===== src/rtl/id_hazard_ctrl.sv =====
// ---------------------------------------------------------------------------
// id_hazard_ctrl
//
// Register-hazard controller for the decode stage. It keeps a per-register
// pending-write count and resolves both source operands against any number
// of downstream forwarding ports. The result is a combinational ds_ready_go
// and the two resolved operand values.
//
// Parameters
//   NUM_FWD : number of forwarding ports (0 = youngest/EX, NUM_FWD-1 = oldest/WB)
//   DATA_W  : operand width
//   PEND_W  : pending-counter width; saturates at 2^PEND_W-1 outstanding writes
//
// Ports
//   clk, reset            : clock, asynchronous active-high reset
//   ds_valid              : decode holds a valid instruction
//   src{1,2}_used/_addr   : operand is read / its register number
//   rf_rdata{1,2}         : regfile read data
//   fwd_valid/we/dest/data_ok/data : per-port producer info (port i at slice i)
//   issue, issue_we, issue_dest    : decode fires and will write issue_dest
//   retire, retire_dest            : one register write commits
//   ds_ready_go           : no unresolved hazard
//   src{1,2}_value        : resolved operands (don't-care under hazard)
//   sb_overflow           : sticky scoreboard error (saturate / underflow)
//   perf_stall_cnt        : stall-cycle counter
//
// Optional feature
//   HAZARD_PERF_EN : when defined, perf_stall_cnt counts cycles with
//                    ds_valid & ~ds_ready_go (wraps, cleared by reset);
//                    otherwise it is tied to zero and no register exists.
// ---------------------------------------------------------------------------
module id_hazard_ctrl #(
  parameter int NUM_FWD = 3,
  parameter int DATA_W  = 32,
  parameter int PEND_W  = 2
) (
  input  logic                      clk,
  input  logic                      reset,
  input  logic                      ds_valid,
  input  logic                      src1_used,
  input  logic                      src2_used,
  input  logic [4:0]                src1_addr,
  input  logic [4:0]                src2_addr,
  input  logic [DATA_W-1:0]         rf_rdata1,
  input  logic [DATA_W-1:0]         rf_rdata2,
  input  logic [NUM_FWD-1:0]        fwd_valid,
  input  logic [NUM_FWD-1:0]        fwd_we,
  input  logic [5*NUM_FWD-1:0]      fwd_dest,
  input  logic [NUM_FWD-1:0]        fwd_data_ok,
  input  logic [DATA_W*NUM_FWD-1:0] fwd_data,
  input  logic                      issue,
  input  logic                      issue_we,
  input  logic [4:0]                issue_dest,
  input  logic                      retire,
  input  logic [4:0]                retire_dest,
  output logic                      ds_ready_go,
  output logic [DATA_W-1:0]         src1_value,
  output logic [DATA_W-1:0]         src2_value,
  output logic                      sb_overflow,
  output logic [31:0]               perf_stall_cnt
);

  localparam logic [PEND_W-1:0] PEND_MAX = '1;

  // Entry 0 is never written, so it stays zero and r0 never looks pending.
  logic [PEND_W-1:0] pend     [32];
  logic [PEND_W-1:0] pend_nxt [32];
  logic              ovf_evt;

  logic              inc_en;
  logic              dec_en;

  // Per-source working signals, index 0 = src1, 1 = src2.
  logic              src_used  [2];
  logic [4:0]        src_addr  [2];
  logic [DATA_W-1:0] src_rdata [2];
  logic              hit       [2];
  logic              hit_ok    [2];
  logic [DATA_W-1:0] hit_data  [2];
  logic              hazard    [2];
  logic [DATA_W-1:0] value     [2];

  // -------------------------------------------------------------------------
  // Scoreboard next-state
  // -------------------------------------------------------------------------
  assign inc_en = issue & issue_we & (issue_dest != 5'd0);
  assign dec_en = retire & (retire_dest != 5'd0);

  always_comb begin
    pend_nxt = pend;
    ovf_evt  = 1'b0;
    for (int unsigned r = 1; r < 32; r++) begin
      if (inc_en && (issue_dest == 5'(r)) && dec_en && (retire_dest == 5'(r))) begin
        // One write enters while another leaves: the count is unchanged.
        pend_nxt[r] = pend[r];
      end else if (inc_en && (issue_dest == 5'(r))) begin
        if (pend[r] == PEND_MAX) begin
          ovf_evt = 1'b1;
        end else begin
          pend_nxt[r] = pend[r] + 1'b1;
        end
      end else if (dec_en && (retire_dest == 5'(r))) begin
        if (pend[r] == '0) begin
          ovf_evt = 1'b1;
        end else begin
          pend_nxt[r] = pend[r] - 1'b1;
        end
      end
    end
  end

  always_ff @(posedge clk or posedge reset) begin
    if (reset) begin
      pend        <= '{default: '0};
      sb_overflow <= 1'b0;
    end else begin
      pend <= pend_nxt;
      if (ovf_evt) begin
        sb_overflow <= 1'b1;
      end
    end
  end

  // -------------------------------------------------------------------------
  // Operand resolution
  // -------------------------------------------------------------------------
  always_comb begin
    src_used[0]  = src1_used;
    src_used[1]  = src2_used;
    src_addr[0]  = src1_addr;
    src_addr[1]  = src2_addr;
    src_rdata[0] = rf_rdata1;
    src_rdata[1] = rf_rdata2;
  end

  always_comb begin
    for (int unsigned s = 0; s < 2; s++) begin
      hit[s]      = 1'b0;
      hit_ok[s]   = 1'b0;
      hit_data[s] = '0;
      hazard[s]   = 1'b0;
      value[s]    = src_rdata[s];
      if (src_used[s] && (src_addr[s] != 5'd0)) begin
        // Upward scan latching only the first match gives the youngest
        // producer priority over older ones.
        for (int unsigned i = 0; i < NUM_FWD; i++) begin
          if (!hit[s] && fwd_valid[i] && fwd_we[i] &&
              (fwd_dest[5*i +: 5] == src_addr[s])) begin
            hit[s]      = 1'b1;
            hit_ok[s]   = fwd_data_ok[i];
            hit_data[s] = fwd_data[DATA_W*i +: DATA_W];
          end
        end
        if (hit[s]) begin
          if (hit_ok[s]) begin
            value[s] = hit_data[s];
          end else begin
            hazard[s] = 1'b1;
          end
        end else if (pend[src_addr[s]] != '0) begin
          // Producer is in flight somewhere without a forwarding port.
          hazard[s] = 1'b1;
        end
      end
    end
  end

  assign src1_value  = value[0];
  assign src2_value  = value[1];
  assign ds_ready_go = ~ds_valid | ~(hazard[0] | hazard[1]);

  // -------------------------------------------------------------------------
  // Stall-cycle counter
  // -------------------------------------------------------------------------
`ifdef HAZARD_PERF_EN
  logic [31:0] stall_cnt;

  always_ff @(posedge clk or posedge reset) begin
    if (reset) begin
      stall_cnt <= '0;
    end else if (ds_valid && !ds_ready_go) begin
      stall_cnt <= stall_cnt + 32'd1;
    end
  end

  assign perf_stall_cnt = stall_cnt;
`else
  assign perf_stall_cnt = '0;
`endif

endmodule


===== config.mk =====
export PLATFORM = sky130hd
export DESIGN_NAME = id_hazard_ctrl
export DESIGN_NICKNAME = d
export VERILOG_FILES = /design/src/rtl/id_hazard_ctrl.sv
export SDC_FILE = /design/constraint.sdc
export NUM_CORES = 1
export LEC_CHECK = 0
export BUFFER_PORTS_ARGS = -buffer_cell sky130_fd_sc_hd__buf_2
export CORE_MARGIN = 5
export CORE_UTILIZATION = 29
export CTS_BUF_LIST = sky130_fd_sc_hd__clkbuf_4
export DETAILED_ROUTE_END_ITERATION = 6
export PLACE_DENSITY = 0.5
export SLEW_MARGIN = 20
export SYNTH_ARGS = -nofsm -noshare
export SYNTH_HDL_FRONTEND = slang
export SYNTH_SLANG_ARGS = --single-unit

===== constraint.sdc =====
create_clock -name clk -period 3.17 [get_ports clk]
set_input_delay 0.4755 -clock clk [delete_from_list [all_inputs] [get_ports clk]]
set_output_delay 0.4755 -clock clk [all_outputs]
set_load 0.02 [all_outputs]

==> impl_results.md <==
* GRT overflow at 0
* Nets at 1648
* Setup violations, final at 5
* Clock Skew at 0.01242 ns
* Achievable Freq at 0.3137 GHz
* Slew Viols, Final at 0
* Die Y at 178.1 um
* TritonCTS clock tree: yes
* Largest net degree at the start of global routing at 67
* First-pass GRT wire length at 57.72 mm
* Worst path slowest cell: or3_4
* Drt via density at 5.622
* CTS buffer count at 9
* Unique cell type count in the Yosys netlist at 73
* Worst Path Buf+Inv at 5
* Vias in the first global route at 9316
* Slew HR at 27.78%
* DRT Pass-1 Iters at 5
* RSZ-0062 raised after global routing: yes
* Worst-path clk slew at 0.11 ns
* Post-synthesis sequential area ratio at 19.23%
* Setup Crit Path Kind: in -> out
* Seq cells post-synth at 63
* Fin util at 39.49%
* Synthesized area per cell at 7.218 um2
* Clk buf depth at 2
* Power Density at 257.8 nW/um2
* Most frequent cells in the layout: 245 x buf_2, 141 x nor2_1, 123 x nand2_1
* RR Startpoint: pend[56]$_DFFE_PP0P_
* Worst Setup EP: src2_value[25]
* Drt initial violations at 1063
* Full die area at 31740 um2
* Final Hold Viols at 0
* Crit path max-delay family: buffers and inverters
* Worst-Margin Slew at 1.056 ns
* CP Max Fanout at 7
* Antenna Nets Post-Route at 0
* Row count at 61
* Arrival time worst endpoint at 2.71 ns
* Pre-CTS setup slack at -0.02669 ns
* Via count at 10.26k
* Area Overhead vs Synth at 34.17%
* R2R cell count at 6
* Asr flop ratio synth at 100.0%
* Type of the worst min-delay path: in -> async
* Clk sink count at 63
* Leak pwr at 4.570 nW
* Most common cell after layout, fill and taps aside: buf_2
* Final period util at 100.6%
* Mapped Area at 8199 um2
* Worst-Skew Late Latency at 0.47 ns
* Maximum VDD drop at 0.1853 mV
* # IOs at 310
* Status: finished, violations left
* Setup crit start kind: primary input
* Crit path capture type: output pin
* Die span in x at 178.1 um
* Worst reg2reg endpoint: sb_overflow$_DFFE_PP0P_
* Total of max-cap violations at 0
* Fin crit period at 3.188 ns
* Starting density of the core at 29.43%
* GPL Wtd Cong at 0.9680
* Synth Instances at 1136
* WP depth at 11
* Final WL at 41.85 mm
* H-tree depth at 3
* Hold_ws at 0.1579 ns
* Total global-route track usage at 23.97%
* YS warnings at 0
* Req. time, crit path at 2.69 ns
* IO Port Bufs at 277
* CTS root buffer: clkbuf_4
* Initial antenna violation count at 9
* Reg2reg setup slack at 1.09 ns
* Most frequent cell on the critical path: buf_12
* Fraction of layout instances using a drive strength above 1 at 33.87%
* Final HPWL DP at 32.86 mm
* WL/cell at 22.93 um
* Failing checks: negative setup slack
* Setup crit start: fwd_dest[5]
* Main synth FF type: dfrtp_1
* Worst-path cell chain: buf_2 -> xnor2_1 -> o221ai_2 -> or3_4 -> mux2i_2 -> a211oi_4 -> buf_12 -> buf_12 -> clkbuf_16 -> mux2_4 -> buf_6
* Core box area at 27860 um2
* Largest stage delay, worst path at 0.37 ns
* Setup slack after layout at -0.01814 ns
* DRC Markers at 0
* Number of synthesized flops with an enable pin at 0
cell families after synthesis:
family / after synthesis / synth area share (%)
simple gates: 524 / 30.52
compound gates: 286 / 23.36
buf+inv: 148 / 8.912
other cells: 1 / 0.04574
mux: 86 / 14.94
xor+xnor: 28 / 2.991
flops: 63 / 19.23
repair_timing:
action / CTS / global route
setup endpoints to repair: 26 / 65
hold buffers: 0 / 0
resized for setup: 1 / 113
pin swaps: 0 / 10
gates cloned: 0 / 7
buffers inserted: 0 / 13
metal layers:
layer	global-route usage, %	part of all wire [%]	routed length [um]	vias up
met2	38.09	46	19320	529
met3	5.786	9.4	3939	104
li1	-	-	-	4759
met5	0	0.098	41	-
met1	30.71	40	16700	4863
met4	11.05	4.4	1859	6
sequential cells by signal, indices dropped and copies added (netlist names):
signal	count
pend	62
sb_overflow	1
synthesized netlist by cell type (5+ instances only):
cell type  count  share of area [%]
nand4bb_1      5               0.69
nor2_1       161                7.4
mux2_1        33                4.5
o2111ai_1     12                1.3
o21ai_0       45                2.7
o311ai_0       6               0.64
dfrtp_1       63                 19
a21o_1         6               0.55
inv_1         32                1.5
a32oi_1        5               0.53
a31oi_1       67                5.1
xnor2_1       10                1.1
nand4_1       10               0.76
mux4_2        13                3.6
a2111oi_0     12                1.3
nor4_1         5               0.38
buf_2          8               0.49
mux2_2         8                1.1
a21oi_1       57                3.5
clkbuf_1      60                2.7
nor3_1        37                2.3
a211oi_1      12                1.1
or2_2          7               0.53
buf_1          7               0.32
or3_1         11               0.84
mux2_4        30                5.5
nand3_1      101                6.2
nand4b_1       5               0.53
and2_1         6               0.46
nand2_1      123                5.6
o221ai_1      11                1.2
nor2b_1       12               0.92
xor2_1        18                1.9
and3_1         6               0.46
a311oi_1       8               0.85
o211ai_1       9               0.82
nand2b_1       9               0.69
buf_4         36                3.3
power breakdown:
| group | internal, mW | total [mW] | leakage (nW) | switching (mW) |
|---|---|---|---|---|
| sequential | 0.912 | 1.10 | 0.789 | 0.191 |
| combinational | 0.543 | 1.21 | 3.71 | 0.672 |
| clock | 0.201 | 0.517 | 0.0676 | 0.316 |
| total | 1.66 | 2.84 | 4.57 | 1.18 |
through the flow:
step	setup TNS (ns)	total power [mW]	instance area, um2	cells
floorplan	0	1.790	8315	1167
global placement	-0.7713	2.242	10260	1784
detailed placement	-0.4321	2.252	10260	1784
CTS	0	2.781	10380	1800
global route	-1.903	3.020	11000	1824
finish	-0.06388	2.835	11000	1825
worst min-delay path by stage:
stage | cells past startpoint | slack, ns | to
after floorplan | 1 | 0.47 | pend[0]$_DFFE_PP0P_
after global placement | 1 | 0.50 | pend[0]$_DFFE_PP0P_
after detailed placement | 1 | 0.51 | pend[0]$_DFFE_PP0P_
after CTS | 2 | 0.30 | pend[45]$_DFFE_PP0P_
after global routing | 2 | 0.21 | pend[45]$_DFFE_PP0P_
final | 2 | 0.16 | pend[24]$_DFFE_PP0P_
area by class of cell:
type                    count  area, um2
fillers                  3004      16860
diodes                      6      15.01
flip-flops and latches     63       1577
multi-input cells         956       6176
well taps                 378      473.0
repair buffers            373       2522
clock buffers              14      105.1
clock inverters             2      7.507
inverters                  33      125.1
(Power assumes the default switching activity.)
